[src/rtl/free_list_pkg.sv]
// free_list_pkg
//   Shared sizing, types and pointer helpers for the physical-register free
//   list. Imported by the interface, the thermometer counter and the top.
//   Optional feature macro used by the top: FL_BYPASS_EN.
package free_list_pkg;

   localparam int DP_NUM        = 2;
   localparam int RT_NUM        = 2;
   localparam int PHY_REG_NUM   = 64;
   localparam int ARCH_REG_NUM  = 32;
   localparam int FL_ENTRY_NUM  = PHY_REG_NUM - ARCH_REG_NUM;
   localparam int TAG_IDX_WIDTH = $clog2(PHY_REG_NUM);
   localparam int FL_IDX_WIDTH  = $clog2(FL_ENTRY_NUM);
   localparam int FL_CNT_WIDTH  = FL_IDX_WIDTH + 1;
   localparam int POP_CNT_W     = $clog2(DP_NUM + 1);
   localparam int PUSH_CNT_W    = $clog2(RT_NUM + 1);

   typedef logic [TAG_IDX_WIDTH-1:0] tag_t;
   typedef logic [FL_IDX_WIDTH-1:0]  idx_t;
   typedef logic [FL_CNT_WIDTH-1:0]  cnt_t;

   // Retire -> free list: freed old mappings, channel 0 in the low bits.
   typedef struct packed {
      logic [RT_NUM-1:0]                    valid;
      logic [RT_NUM-1:0][TAG_IDX_WIDTH-1:0] tag_old;
   } rob_fl_t;

   // Free list -> dispatch: per-channel availability and offered tag.
   typedef struct packed {
      logic [DP_NUM-1:0]                    avail;
      logic [DP_NUM-1:0][TAG_IDX_WIDTH-1:0] tag;
   } fl_dp_t;

   // Mod-FL_ENTRY_NUM pointer advance; n never exceeds one lap.
   function automatic idx_t idx_add(input idx_t p, input int n);
      int s;
      s = int'(p) + n;
      if (s >= FL_ENTRY_NUM) s = s - FL_ENTRY_NUM;
      return idx_t'(s);
   endfunction

endpackage

[src/rtl/free_list_if.sv]
// free_list_if
//   Bundles the dispatch (pop) and retire (push) channels of the free list.
//   master = rename/ROB side, slave = free list.
//   Handshake: there is no ready signal. fl_dp_avail_o[n] is the grant for
//   dispatch channel n; a pop on channel n is legal only while avail[n]=1.
//   dp_fl_req_i and rob_fl_valid_i are thermometer codes from channel 0 and
//   each set bit is consumed in the cycle it is presented.
interface free_list_if;
   import free_list_pkg::*;

   logic [DP_NUM-1:0]               dp_fl_req_i;
   logic [DP_NUM-1:0]               fl_dp_avail_o;
   logic [DP_NUM*TAG_IDX_WIDTH-1:0] fl_dp_tag_o;
   logic [RT_NUM-1:0]               rob_fl_valid_i;
   logic [RT_NUM*TAG_IDX_WIDTH-1:0] rob_fl_tag_i;
   logic                            exception_i;
   cnt_t                            fl_count_o;

   modport master (
      output dp_fl_req_i, rob_fl_valid_i, rob_fl_tag_i, exception_i,
      input  fl_dp_avail_o, fl_dp_tag_o, fl_count_o
   );

   modport slave (
      input  dp_fl_req_i, rob_fl_valid_i, rob_fl_tag_i, exception_i,
      output fl_dp_avail_o, fl_dp_tag_o, fl_count_o
   );

endinterface

[src/rtl/free_list_thermo_cnt.sv]
// free_list_thermo_cnt
//   Counts the set bits of a request vector (used for dispatch pops and
//   retire pushes).
//   Ports: vec_i [W] request vector in, cnt_o number of set bits out.
module free_list_thermo_cnt #(
   parameter  int W  = 2,
   localparam int CW = $clog2(W + 1)
) (
   input  logic [W-1:0]  vec_i,
   output logic [CW-1:0] cnt_o
);

   always_comb begin
      cnt_o = '0;
      for (int i = 0; i < W; i++) begin
         cnt_o = cnt_o + CW'(vec_i[i]);
      end
   end

endmodule

[src/rtl/free_list.sv]
// free_list
//   Circular FIFO of free physical-register tags. Retire pushes freed old
//   tags at the tail, dispatch pops fresh tags at the head. An exception
//   rolls the head back to the (post-push) tail and refills the count.
//   Ports: clk_i, rst_i (async, active-high), fl_if (free_list_if.slave).
//   Macro FL_BYPASS_EN: same-cycle retired tags may be granted directly to
//   dispatch channels beyond the stored count.
module free_list
   import free_list_pkg::*;
(
   input  logic      clk_i,
   input  logic      rst_i,
   free_list_if.slave fl_if
);

   rob_fl_t               rob_fl;
   fl_dp_t                fl_dp;
   logic [POP_CNT_W-1:0]  pop_num;
   logic [PUSH_CNT_W-1:0] push_num;

   tag_t slot_q [FL_ENTRY_NUM];
   tag_t slot_d [FL_ENTRY_NUM];
   idx_t head_q, head_d, tail_q, tail_d;
   cnt_t count_q, count_d;
   int   count_sum;
   int   vis_cnt;

   assign rob_fl.valid   = fl_if.rob_fl_valid_i;
   assign rob_fl.tag_old = fl_if.rob_fl_tag_i;

   assign fl_if.fl_dp_avail_o = fl_dp.avail;
   assign fl_if.fl_dp_tag_o   = fl_dp.tag;
   assign fl_if.fl_count_o    = count_q;

   free_list_thermo_cnt #(.W(DP_NUM)) u_thermo_cnt_dp (
      .vec_i (fl_if.dp_fl_req_i),
      .cnt_o (pop_num)
   );

   free_list_thermo_cnt #(.W(RT_NUM)) u_thermo_cnt_rt (
      .vec_i (rob_fl.valid),
      .cnt_o (push_num)
   );

   // Tags visible to dispatch this cycle.
`ifdef FL_BYPASS_EN
   assign vis_cnt = int'(count_q) + int'(push_num);
`else
   assign vis_cnt = int'(count_q);
`endif

   always_comb begin
      int cnt, pop_n, push_n, byp, pop_arr, push_arr;
      cnt    = int'(count_q);
      pop_n  = int'(pop_num);
      push_n = int'(push_num);
      byp    = 0;
`ifdef FL_BYPASS_EN
      // Pops beyond the stored count consume this cycle's retired tags,
      // which then never reach the array.
      if (!fl_if.exception_i && pop_n > cnt)
         byp = (pop_n - cnt < push_n) ? pop_n - cnt : push_n;
`endif
      if (fl_if.exception_i) pop_arr = 0;
      else                   pop_arr = (pop_n - byp > cnt) ? cnt : pop_n - byp;
      push_arr = push_n - byp;

      slot_d = slot_q;
      for (int r = 0; r < RT_NUM; r++) begin
         if (r >= byp && r < push_n)
            slot_d[idx_add(tail_q, r - byp)] = rob_fl.tag_old[r];
      end
      tail_d    = idx_add(tail_q, push_arr);
      count_sum = cnt + push_arr - pop_arr;

      // Slots in [tail, head) belong to flushed instructions, so moving the
      // head onto the tail returns them all at once.
      if (fl_if.exception_i) begin
         head_d  = tail_d;
         count_d = cnt_t'(FL_ENTRY_NUM);
      end else begin
         head_d  = idx_add(head_q, pop_arr);
         count_d = cnt_t'(count_sum);
      end
   end

   always_comb begin
      fl_dp = '0;
      for (int n = 0; n < DP_NUM; n++) begin
         fl_dp.avail[n] = (vis_cnt >= n + 1);
         fl_dp.tag[n]   = slot_q[idx_add(head_q, n)];
`ifdef FL_BYPASS_EN
         for (int r = 0; r < RT_NUM; r++) begin
            if (n == int'(count_q) + r) fl_dp.tag[n] = rob_fl.tag_old[r];
         end
`endif
      end
   end

   always_ff @(posedge clk_i or posedge rst_i) begin
      if (rst_i) begin
         for (int i = 0; i < FL_ENTRY_NUM; i++) slot_q[i] <= tag_t'(ARCH_REG_NUM + i);
         head_q  <= '0;
         tail_q  <= '0;
         count_q <= cnt_t'(FL_ENTRY_NUM);
      end else begin
         slot_q  <= slot_d;
         head_q  <= head_d;
         tail_q  <= tail_d;
         count_q <= count_d;
      end
   end

   // x & (x+1) == 0 holds exactly for thermometer codes from bit 0.
   logic [DP_NUM-1:0] dp_req_inc;
   logic [RT_NUM-1:0] rt_vld_inc;
   assign dp_req_inc = fl_if.dp_fl_req_i + DP_NUM'(1);
   assign rt_vld_inc = rob_fl.valid + RT_NUM'(1);

   a_dp_thermo: assert property (@(posedge clk_i) disable iff (rst_i)
      (fl_if.dp_fl_req_i & dp_req_inc) == '0);
   a_rt_thermo: assert property (@(posedge clk_i) disable iff (rst_i)
      (rob_fl.valid & rt_vld_inc) == '0);
   a_pop_avail: assert property (@(posedge clk_i) disable iff (rst_i)
      fl_if.exception_i || int'(pop_num) <= vis_cnt);
   a_count_ovf: assert property (@(posedge clk_i) disable iff (rst_i)
      fl_if.exception_i || count_sum <= FL_ENTRY_NUM);

endmodule

[src/flat_wrapper.sv]
// flat-port wrapper written by rule: the top's interface ports become plain ports
module free_list_flat import free_list_pkg::*;
  (clk_i, rst_i, fl_if_dp_fl_req_i, fl_if_rob_fl_valid_i, fl_if_rob_fl_tag_i, fl_if_exception_i, fl_if_fl_dp_avail_o, fl_if_fl_dp_tag_o, fl_if_fl_count_o);
  free_list_if fl_if_i ();
  input  logic clk_i;
  input  logic rst_i;
  input wire logic [$bits(fl_if_i.dp_fl_req_i)-1:0] fl_if_dp_fl_req_i;
  input wire logic [$bits(fl_if_i.rob_fl_valid_i)-1:0] fl_if_rob_fl_valid_i;
  input wire logic [$bits(fl_if_i.rob_fl_tag_i)-1:0] fl_if_rob_fl_tag_i;
  input wire logic [$bits(fl_if_i.exception_i)-1:0] fl_if_exception_i;
  output wire logic [$bits(fl_if_i.fl_dp_avail_o)-1:0] fl_if_fl_dp_avail_o;
  output wire logic [$bits(fl_if_i.fl_dp_tag_o)-1:0] fl_if_fl_dp_tag_o;
  output wire logic [$bits(fl_if_i.fl_count_o)-1:0] fl_if_fl_count_o;
  assign fl_if_i.dp_fl_req_i = fl_if_dp_fl_req_i;
  assign fl_if_i.rob_fl_valid_i = fl_if_rob_fl_valid_i;
  assign fl_if_i.rob_fl_tag_i = fl_if_rob_fl_tag_i;
  assign fl_if_i.exception_i = fl_if_exception_i;
  assign fl_if_fl_dp_avail_o = fl_if_i.fl_dp_avail_o;
  assign fl_if_fl_dp_tag_o = fl_if_i.fl_dp_tag_o;
  assign fl_if_fl_count_o = fl_if_i.fl_count_o;
  free_list u_core (.clk_i(clk_i), .rst_i(rst_i), .fl_if(fl_if_i));
endmodule
[config.mk]
export PLATFORM = sky130hd
export DESIGN_NAME = free_list_flat
export DESIGN_NICKNAME = d
export VERILOG_FILES = /design/src/rtl/free_list_pkg.sv /design/src/rtl/free_list_if.sv /design/src/rtl/free_list_thermo_cnt.sv /design/src/rtl/free_list.sv /design/src/flat_wrapper.sv
export SDC_FILE = /design/constraint.sdc
export NUM_CORES = 1
export LEC_CHECK = 0
export ABC_CLOCK_PERIOD_IN_PS = 9400
export CAP_MARGIN = 20
export CORE_MARGIN = 2
export CORE_UTILIZATION = 61
export DETAILED_ROUTE_END_ITERATION = 10
export DONT_BUFFER_PORTS = 1
export PLACE_DENSITY = 0.86
export SLEW_MARGIN = 25
export SYNTH_ARGS = -nofsm -noshare
export SYNTH_HDL_FRONTEND = slang
export SYNTH_SLANG_ARGS = --single-unit
[constraint.sdc]
create_clock -name clk_i -period 9.4 [get_ports clk_i]
set_clock_uncertainty 0.1 [all_clocks]
set_input_delay 1.88 -clock clk_i [delete_from_list [all_inputs] [get_ports clk_i]]
set_output_delay 1.88 -clock clk_i [all_outputs]
set_load 0.05 [all_outputs]
* After elaboration in Yosys (flattened, before gate mapping)
Cells that the tools add are included.
** Storage, ports and cells
- Bits in registers :: 208
- Bits of input ports :: 19
- Output and inout bits :: 20
- Logic and storage cells :: 98
** Cells by class
- Add/subtract/negate cells :: 14
- Magnitude comparators :: 17
- Muxes and demuxes :: 26
- Bitwise operators :: 4
- Reductions and logical operators :: 2
** Operator list (number)
- bitwise mux 192 bit :: 2
- 2-to-1 mux 192 bit :: 2
- binary-select mux 6 bit (select 5 bit) :: 2
- demux 6 bit (select 5 bit) :: 2
- 2-to-1 mux 6 bit :: 9
- 2-to-1 mux 5 bit :: 9
- >= comparator 6 bit (second input constant) :: 7
- adder 6 x 32 -> 32 bit :: 1
- >= comparator 32 x 7 -> 1 bit (second input constant) :: 1
- subtractor 5 x 1 -> 5 bit (second input constant) :: 6
- NOT 5 -> 6 bit :: 4
- adder 5 x 1 -> 6 bit (second input constant) :: 2
- >= comparator 5 x 6 -> 1 bit (second input constant) :: 2
- < comparator 6 x 1 -> 1 bit (second input constant) :: 2
- adder 5 x 2 -> 6 bit :: 1
- adder 6 x 2 -> 6 bit :: 1
- >= comparator 6 x 1 -> 1 bit (second input constant) :: 1
- >= comparator 6 x 2 -> 1 bit (second input constant) :: 1
- greater-than comparator 2 x 6 -> 1 bit :: 1
- subtractor 6 bit :: 1
- adder 1 x 1 -> 2 bit :: 2
- < comparator 1 x 2 -> 1 bit (first input constant) :: 2
- logical AND 1 bit :: 2

* Longest topological paths before layout
Gate-level depths: netlist of run 1.
- Depth in word-level cells :: 12
- Depth in mapped cells :: 18
- Mapped depth without buffers :: 18

* Hierarchy
A second synthesis of run 1 with hierarchy kept.
** Unflattened totals
- Cell total of the unflattened synthesis :: 1287
- Area total of the unflattened synthesis :: 13970.9 um^2
** By module, submodules not included
- free_list :: times used 1, cells an instance 1285, area an instance 13945.9 um^2, seq. area each 5346.4 um^2
- free_list_thermo_cnt :: times used 2, cells an instance 1, area an instance 12.5 um^2, seq. area each 0.0 um^2

* Worst setup path before layout of run 1
Ideal clock, no wire load.
- Path type :: in2reg
- Start point :: input port fl_if_dp_fl_req_i[0]
- End point :: register u_core.count_q[5] (netlist: u_core.fl_if.fl_count_o[5])
- Setup time :: 89 ps
- Data arrival time :: 4729 ps
- Data required time :: 9211 ps
- Slack :: 4482 ps
- Cell stages on the path :: 15
- Buffers on the path :: 0
- Path through :: ha_1 > ha_1 > nor2b_1 > o211ai_1 > a21oi_1 > or2_2 > inv_1 > fa_1 > inv_1 > ha_1 > a21o_1 > a21o_1 > a21oi_1 > nor4bb_1 > a211oi_1
** Between the ends
- Cells in the longest elaborated chain, start to end :: 6
** RTL lines
- from (decl) :: RTL line flat_wrapper.sv:7 : input wire logic [$bits(fl_if_i.dp_fl_req_i)-1:0] fl_if_dp_fl_req_i;
- adder 1 x 1 -> 2 bit (*) :: RTL line free_list_thermo_cnt.sv:16 : cnt_o = cnt_o + CW'(vec_i[i]);
- greater-than comparator 2 x 6 -> 1 bit :: RTL line free_list.sv:65 : else pop_arr = (pop_n - byp > cnt) ? cnt : pop_n - byp;
- 2-to-1 mux 6 bit (*) :: RTL line free_list.sv:65
- 2-to-1 mux 6 bit (*) :: RTL line free_list.sv:64 : if (fl_if.exception_i) pop_arr = 0;
- subtractor 6 bit (*) :: RTL line free_list.sv:74 : count_sum = cnt + push_arr - pop_arr;
- 2-to-1 mux 6 bit (*) :: RTL line free_list.sv:78 : if (fl_if.exception_i) begin
- via u_core.count_d[5] :: RTL line free_list.sv:24 : cnt_t count_q, count_d;
- to (signal assigned) :: RTL line free_list.sv:105 : count_q <= cnt_t'(FL_ENTRY_NUM);
- to (signal assigned) :: RTL line free_list.sv:110 : count_q <= count_d;
- to (decl) :: RTL line free_list.sv:24
Mark *: on every way through the listed nets, which the timed path passes. The rest lies on a longest branch.

* Final worst setup path of run 1
- Start point :: register u_core.head_q[0]
- End point :: output port fl_if_fl_dp_tag_o[6]
** Between the ends
- Cells in the longest elaborated chain, start to end :: 7
- Elaborated cells between the ends (all ways) :: 8
- Those cells by class :: add/sub (2); order compare (1); mux (4); bitwise (1)
** RTL lines
- from (decl) :: RTL line free_list.sv:23 : idx_t head_q, head_d, tail_q, tail_d;
- from (signal assigned) :: RTL line free_list.sv:103 : head_q <= '0;
- from (signal assigned) :: RTL line free_list.sv:108 : head_q <= head_d;
- adder 5 x 1 -> 6 bit (*) :: RTL line free_list_pkg.sv:37 : s = int'(p) + n;
- subtractor 5 x 1 -> 5 bit / >= comparator 6 bit (equally long branches) :: RTL line free_list_pkg.sv:38 : if (s >= FL_ENTRY_NUM) s = s - FL_ENTRY_NUM;
- 2-to-1 mux 5 bit (*) :: RTL line free_list_pkg.sv:38
- NOT 5 -> 6 bit (implied by the code) (*) :: RTL line free_list.sv:91 : fl_dp.tag[n] = slot_q[idx_add(head_q, n)];
- binary-select mux 6 bit (select 5 bit) (*) :: RTL line free_list.sv:91
- 2-to-1 mux 6 bit (implied by the code) (*) (2 in a row) :: RTL line free_list.sv:91
- to (decl) :: RTL line flat_wrapper.sv:12 : output wire logic [$bits(fl_if_i.fl_dp_tag_o)-1:0] fl_if_fl_dp_tag_o;
Every way passes the cells marked *; elsewhere a longest branch is shown, timed or not. The select of a mux whose other input is x is not followed.

==> impl_results.md, run 1 <==
* Yosys top cell area share at 0.216
* Number of flops mapped to enable cells by yosys at 0
* Vias in the first global route at 10.5k
* Die area at 0.0237 mm^2
* Final Max Tran Viols at 0
* Area of the multi-input gates at 0.00787 mm^2
* Critical Path AT at 4.20 ns
* Distinct cells, synth at 50
* Worst slew margin at 0.298
* Clock period minus worst slack at 6.18 ns
* # hold bufs at CTS at 0
* Synth area leaders: dfstp_2 22%, mux4_2 18%, dfrtp_1 17%
* Antenna-violating nets left at 0
* Clock Pin Slew Worst Setup and Hold Paths at 0.06 ns
* Final GP Congestion at 0.945
* Seq. cell area at 0.00535 mm^2
* H-tree lvl count at 1
* Critical-path maximum fanout at 61
* Critical Path End Type: output port
* Max Buffers Root-to-Sink at 3
* DRT Wirelength at 39,800 um
* Least-Margin Pin Slew at 1.05 ns
* Vias at 10.7k
* DR WL/cell at 26.4 um
* Post-route DRC at 0
* Die Y at 154 um
* #FFs+latches synth at 208
* CTS tree: yes
* Hold slack at 0.467 ns
* Worst Setup Start Kind: register
* Inst Count DP at 1,461
* Initial antenna violation count at 0
* Worst EP required at 7.42 ns
* Mapped Avg Cell Area at 10.7 um^2
* Port Buffer Count at 0
* RR Startpoint: u_core.fl_if.fl_count_o[1]
* Commonest register cell after synthesis: dfstp_2
* Detail Placement HPWL at 26,100 um
* Sequential fraction of the synthesis area at 0.389
* Layout cells sized above 1 at 0.251
* Setup TNS Final at 0 ns
* Vias per inst at 7.14
* Starting density of the core at 0.626
* DR pass1 iterations at 6
* Worst Setup SP: u_core.head_q[0]
* Tot GR Track Use at 0.336
* Cell with the most instances after synthesis: mux2i_1
* RSZ-0062 raised after global routing: false
* Pwr Density at 433 mW/mm^2
* Area growth, synth to finish at 5.68%
* Largest net degree at the start of global routing at 109
* Core area at 0.0220 mm^2
* Number of buffers created by CTS at 24
* Final Cycle Share at 0.658
* Worst min path class: register to register
* Largest area contributor in the netlist: dfstp_2
* Clk Tree Root Cell: clkbuf_16
* Post-CTS resize count at 0
* I/O pins at 39
* Post-synth top cells: 206 x mux2i_1, 151 x nor2_1, 133 x a21oi_1
* Final Hold Viols at 0
* N_diodes at 0
* Gr ovfl total at 0
* Leakage at 6.05 nW
* Fill count at 1,532
* Nets@finish at 1,251
* Post-Syn Instances at 1,283
* Syn. warnings at 0
* First-pass GRT wire length at 61,500 um
* Final setup fails at 0
* Mapped Area at 0.0137 mm^2
* Initial DRC Count at 1,624
* Max-cap violations at 0
* Worst-case reg-to-reg path depth at 16
* Die width at 154 um
* Post-CTS setup buffers at 0
* Worst Setup EP: fl_if_fl_dp_tag_o[6]
* Final Non-Filler Cells at 1,505
* Latest clock arrival within the worst-skew pair at 0.53 ns
* Worst vdd ir at 0.329 mV
* Worst r2r dst: u_core.fl_if.fl_count_o[5]
* Achievable Freq at 162 MHz
* Std cell rows at 54
* FF-to-FF setup slack at 5.41 ns
* Async set-reset flop share out of synthesis at 1.00
* Critical path class: register to output port
* Outcome: completed
* Clock sink count at 208
==> metrics by stage <==
stage / setup slack (ns) / total power [W] / util / cell area, um^2
global placement: 4.05 / 0.00507 / 0.624 / 13700
CTS: 3.29 / 0.00619 / 0.661 / 14500
floorplan: 1.93 / 0.00448 / - / 13800
finish: 3.22 / 0.00629 / 0.661 / 14500
detailed placement: 3.87 / 0.00521 / 0.624 / 13700
global route: 2.98 / 0.00652 / 0.661 / 14500
==> layout make-up <==
| type | count | area share |
|---|---|---|
| Sequential cell | 208 | 0.368 |
| Clock inverter | 8 | 0.00646 |
| Timing Repair Buffer | 7 | 0.00362 |
| Inverter | 21 | 0.00594 |
| Clock buffer | 36 | 0.0494 |
| Tap cell | 280 | 0.0241 |
| Multi-Input combinational cell | 945 | 0.542 |
==> per-layer routing <==
layer  GRT usage  share of wire
met5           0              0
met4       0.148          0.053
met3      0.0750           0.13
met2       0.525           0.46
met1       0.456           0.36
==> layout by cell type, fill, tap and decap left out, types with 8 or more instances in the layout <==
| master | count |
|---|---|
| nor2_2 | 9 |
| nand2_1 | 129 |
| nand3_1 | 8 |
| clkbuf_16 | 25 |
| o21ai_0 | 71 |
| ha_1 | 20 |
| mux4_2 | 108 |
| mux2_2 | 13 |
| dfstp_2 | 113 |
| dfrtp_1 | 93 |
| mux2i_1 | 206 |
| inv_1 | 18 |
| a21oi_1 | 133 |
| nor2_1 | 151 |
==> sequential cells by signal, summed over array words and instances (netlist names) <==
signal,flops
u_core.slot_q,192
u_core.fl_if.fl_count_o,6
u_core.head_q,5
u_core.tail_q,5
==> where the power goes <==
group          switching [W]  internal (W)  total (W)
clock               0.000383      0.000581   0.000964
sequential          0.000599       0.00151    0.00211
combinational        0.00170       0.00152    0.00322
==> critical path, cell delays in order (launching register included) <==
cell	delay, ns
dfrtp_4	0.84
buf_4	0.84
nand3_1	0.31
mux2i_1	0.21
a21oi_1	0.46
o22ai_1	0.17
nor2_1	0.81
==> worst min-delay path by stage <==
stage	startpoint	endpoint	slack, ns	depth (start not counted)
floorplan	u_core.tail_q[0]	u_core.tail_q[0]	0.39	1
global placement	u_core.slot_q[60]	u_core.slot_q[60]	0.45	2
detailed placement	u_core.slot_q[111]	u_core.slot_q[111]	0.46	2
CTS	u_core.slot_q[111]	u_core.slot_q[111]	0.46	2
global route	u_core.slot_q[49]	u_core.slot_q[49]	0.49	2
finish	u_core.slot_q[111]	u_core.slot_q[111]	0.47	2
==> cells by family (layout without fill, tap and decap cells) <==
group	count (synthesis)	count (layout)	synth area share
simple gates	348	348	0.111
mux	327	327	0.338
compound gates	229	229	0.0881
flops	208	208	0.389
buf+inv	133	72	0.0415
fa+ha+maj	25	25	0.0249
xor+xnor	11	11	0.00701
other cells	2	5	0.000547
(Power assumes the default switching activity.)
==> run 2: changes to the inputs <==
--- a/config.mk
+++ b/config.mk
@@ -5,7 +5,7 @@
 export SDC_FILE = /design/constraint.sdc
 export NUM_CORES = 1
 export LEC_CHECK = 0
-export ABC_CLOCK_PERIOD_IN_PS = 9400
+export ABC_CLOCK_PERIOD_IN_PS = 6130
 export CAP_MARGIN = 20
 export CORE_MARGIN = 2
 export CORE_UTILIZATION = 61
==> constraint.sdc (replaced) <==
create_clock -name clk_i -period 6.13 [get_ports clk_i]
set_clock_uncertainty 0.1 [all_clocks]
set_input_delay 1.226 -clock clk_i [delete_from_list [all_inputs] [get_ports clk_i]]
set_output_delay 1.226 -clock clk_i [all_outputs]
set_load 0.05 [all_outputs]
==> run 2 against run 1 <==
  * Final cell count up 0.66%
  * Combinational power up 63%
  * Sequential share of layout area down 0.12 points
  * Final area up 0.32%
  * Wire length down 4.3%
  * Clock power up 45%
  * Non-clock buffer count up 10
  * Global-route usage down 1.3 points
  * Total power up 54%
  * Register-to-register slack worse by 3.3 ns
  * Die area unchanged
  * Critical path type unchanged
  * Largest cell class unchanged
  * Highest routed layer unchanged
==> impl_results.md, run 2 (synthesis gave the netlist of run 1 again) <==
* Outcome: completed
* Die width at 154 um (unchanged)
* Leakage at 6.07 nW (+0.38%)
* Final Non-Filler Cells at 1,515 (+0.66%)
* Initial DRC Count at 1,303 (-20%)
* Inst Count DP at 1,470 (+0.62%)
* First-pass GRT wire length at 59,700 um (-2.9%)
* Setup TNS Final at 0 ns (unchanged)
* Logic pwr share at 0.543 (+0.031)
* Flop pwr share at 0.312 (-0.023)
* Final Max Tran Viols at 0 (unchanged)
* Latest clock arrival within the worst-skew pair at 0.52 ns (about the same)
* Max-cap violations at 0 (unchanged)
* N_diodes at 0 (unchanged)
* Clk network pwr share at 0.144 (-0.009)
* Clock period minus worst slack at 4.72 ns
* Std cell rows at 54 (unchanged)
* Critical Path End Type: output port
* Clock sink count at 208 (unchanged)
* Initial antenna violation count at 0 (unchanged)
* Most frequent cells in the layout: 206 x mux2i_1, 151 x nor2_1, 133 x a21oi_1
* DRT Wirelength at 38,100 um (-4.3%)
* Final setup fails at 0 (unchanged)
* Starting density of the core at 0.626 (unchanged)
* RSZ-0062 raised after global routing: false
* Worst EP required at 4.80 ns (-2.62 ns)
* Internal power at 0.00559 W (+55%)
* Switching Share at 0.422 (-0.00493)
* Critical Path AT at 3.40 ns (-0.80 ns)
* Vias at 10.6k (-0.98%)
* Vias per inst at 7.02 (-1.6%)
* Pwr Density at 664 mW/mm^2 (+53%)
* Commonest non-fill, non-tap cell in the layout: mux2i_1
* Max Buffers Root-to-Sink at 3 (unchanged)
* Critical-path maximum fanout at 52 (-15%)
* Max reg flops at 192 (unchanged)
* Worst min path class: register to register
* Gr ovfl total at 0 (unchanged)
* Final Cycle Share at 0.771
* Die area at 0.0237 mm^2 (unchanged)
* Worst slew margin at 0.409 (+0.111)
* Core area at 0.0220 mm^2 (unchanged)
* Worst Setup Start Kind: register
* Largest net degree at the start of global routing at 144 (+32%)
* Switching power at 0.00408 W (+52%)
* Post-CTS setup buffers at 0 (unchanged)
* Total chip power at 0.00967 W (+54%)
* Detail Placement HPWL at 24,200 um (-7.1%)
* Worst vdd ir at 0.423 mV (+28%)
* H-tree lvl count at 1 (unchanged)
* Number of buffers created by CTS at 24 (unchanged)
* Fill count at 1,565 (+2.2%)
* Final GP Congestion at 1.00 (+5.8%)
* Die Y at 154 um (unchanged)
* Fin util at 0.663 (+0.00211)
* DR pass1 iterations at 5 (-1)
* Layout cells sized above 1 at 0.252 (+0.000393)
* Hold slack at 0.464 ns (-0.00239 ns)
* I/O pins at 39 (unchanged)
* Post-CTS resize count at 0 (unchanged)
* Nets@finish at 1,261 (+0.80%)
* Largest reg by FF count: u_core.slot_q
* Least-Margin Pin Slew at 0.883 ns (-0.166 ns)
* Final Hold Viols at 0 (unchanged)
* Port Buffer Count at 0 (unchanged)
* Vias in the first global route at 10.6k (+0.54%)
* Critical path class: register to output port
* Post-route DRC at 0 (unchanged)
* Clk Tree Root Cell: clkbuf_16
* # hold bufs at CTS at 0 (unchanged)
* Clock Pin Slew Worst Setup and Hold Paths at 0.06 ns (about the same)
* CTS tree: yes
* Area growth, synth to finish at 6.02%
* Achievable Freq at 212 MHz
* DR WL/cell at 25.1 um (-4.9%)
* Antenna-violating nets left at 0 (unchanged)
* Tot GR Track Use at 0.323 (-0.0133)
## run 2: cell count changes in the layout (fill, tap and decap cells not counted), moves of 2 or more
cell       delta
clkinv_2      -4
buf_4         +8
nor3_1        +2
nor3_2        -2
clkbuf_1      +5
bufinv_16     -2
## run 2: layout make-up
| type | instances | area, um^2 | area share |
|---|---|---|---|
| Multi-Input combinational cell | 945 | 7860 | 0.540 |
| Sequential cell | 208 | 5350 | 0.367 |
| Clock buffer | 42 | 749 | 0.0514 |
| Tap cell | 280 | 350 | 0.0240 |
| Timing Repair Buffer | 17 | 160 | 0.0110 |
| Inverter | 21 | 82.6 | 0.00567 |
| Clock inverter | 2 | 13.8 | 0.000945 |
## run 2: final timing paths
| check | startpoint | end | slack (ns) | cells past startpoint |
|---|---|---|---|---|
| max in group asynchronous | rst_i | u_core.head_q[0] | 4.53 | 2 |
| worst min register to register | u_core.slot_q[70] | u_core.slot_q[70] | 0.46 | 2 |
| min in group asynchronous | rst_i | u_core.slot_q[109] | 0.68 | 2 |
| worst max-delay path | u_core.head_q[0] | fl_if_fl_dp_tag_o[9] | 1.41 | 7 |
| worst min-delay path | u_core.slot_q[70] | u_core.slot_q[70] | 0.46 | 2 |
| worst max register to register | u_core.fl_if.fl_count_o[1] | u_core.fl_if.fl_count_o[5] | 2.16 | 16 |
## run 2: power groups by stage
stage | Combinational [W] | Sequential [W] | Clock (W)
4_1_cts | 0.00513 | 0.00298 | 0.00141
2_1_floorplan | 0.00420 | 0.00268 | 0
3_5_place_dp | 0.00508 | 0.00298 | 0
6_report | 0.00526 | 0.00302 | 0.00140
5_1_grt | 0.00554 | 0.00309 | 0.00146
3_3_place_gp | 0.00494 | 0.00292 | 0
## run 2: metrics by stage
step                      setup WS [ns]  cell area, um^2
after floorplan                    1.87            13800
after global placement             1.78            13800
after detailed placement           1.66            13800
after CTS                          1.31            14500
after global routing               1.25            14600
final                              1.41            14600
## run 2: critical path, cell delays in order, from the launching register on
cell	delay, ns
dfrtp_4	0.45
buf_4	0.64
nand3_1	0.26
mux2i_1	0.20
a21oi_1	0.61
o22ai_1	0.20
nor2_1	0.22
buf_4	0.24
## run 2: metal layers
metal / GRT usage / share of wire
met1: 0.424 / 0.37
met2: 0.513 / 0.47
met3: 0.0888 / 0.11
met4: 0.131 / 0.049
met5: 0 / 0
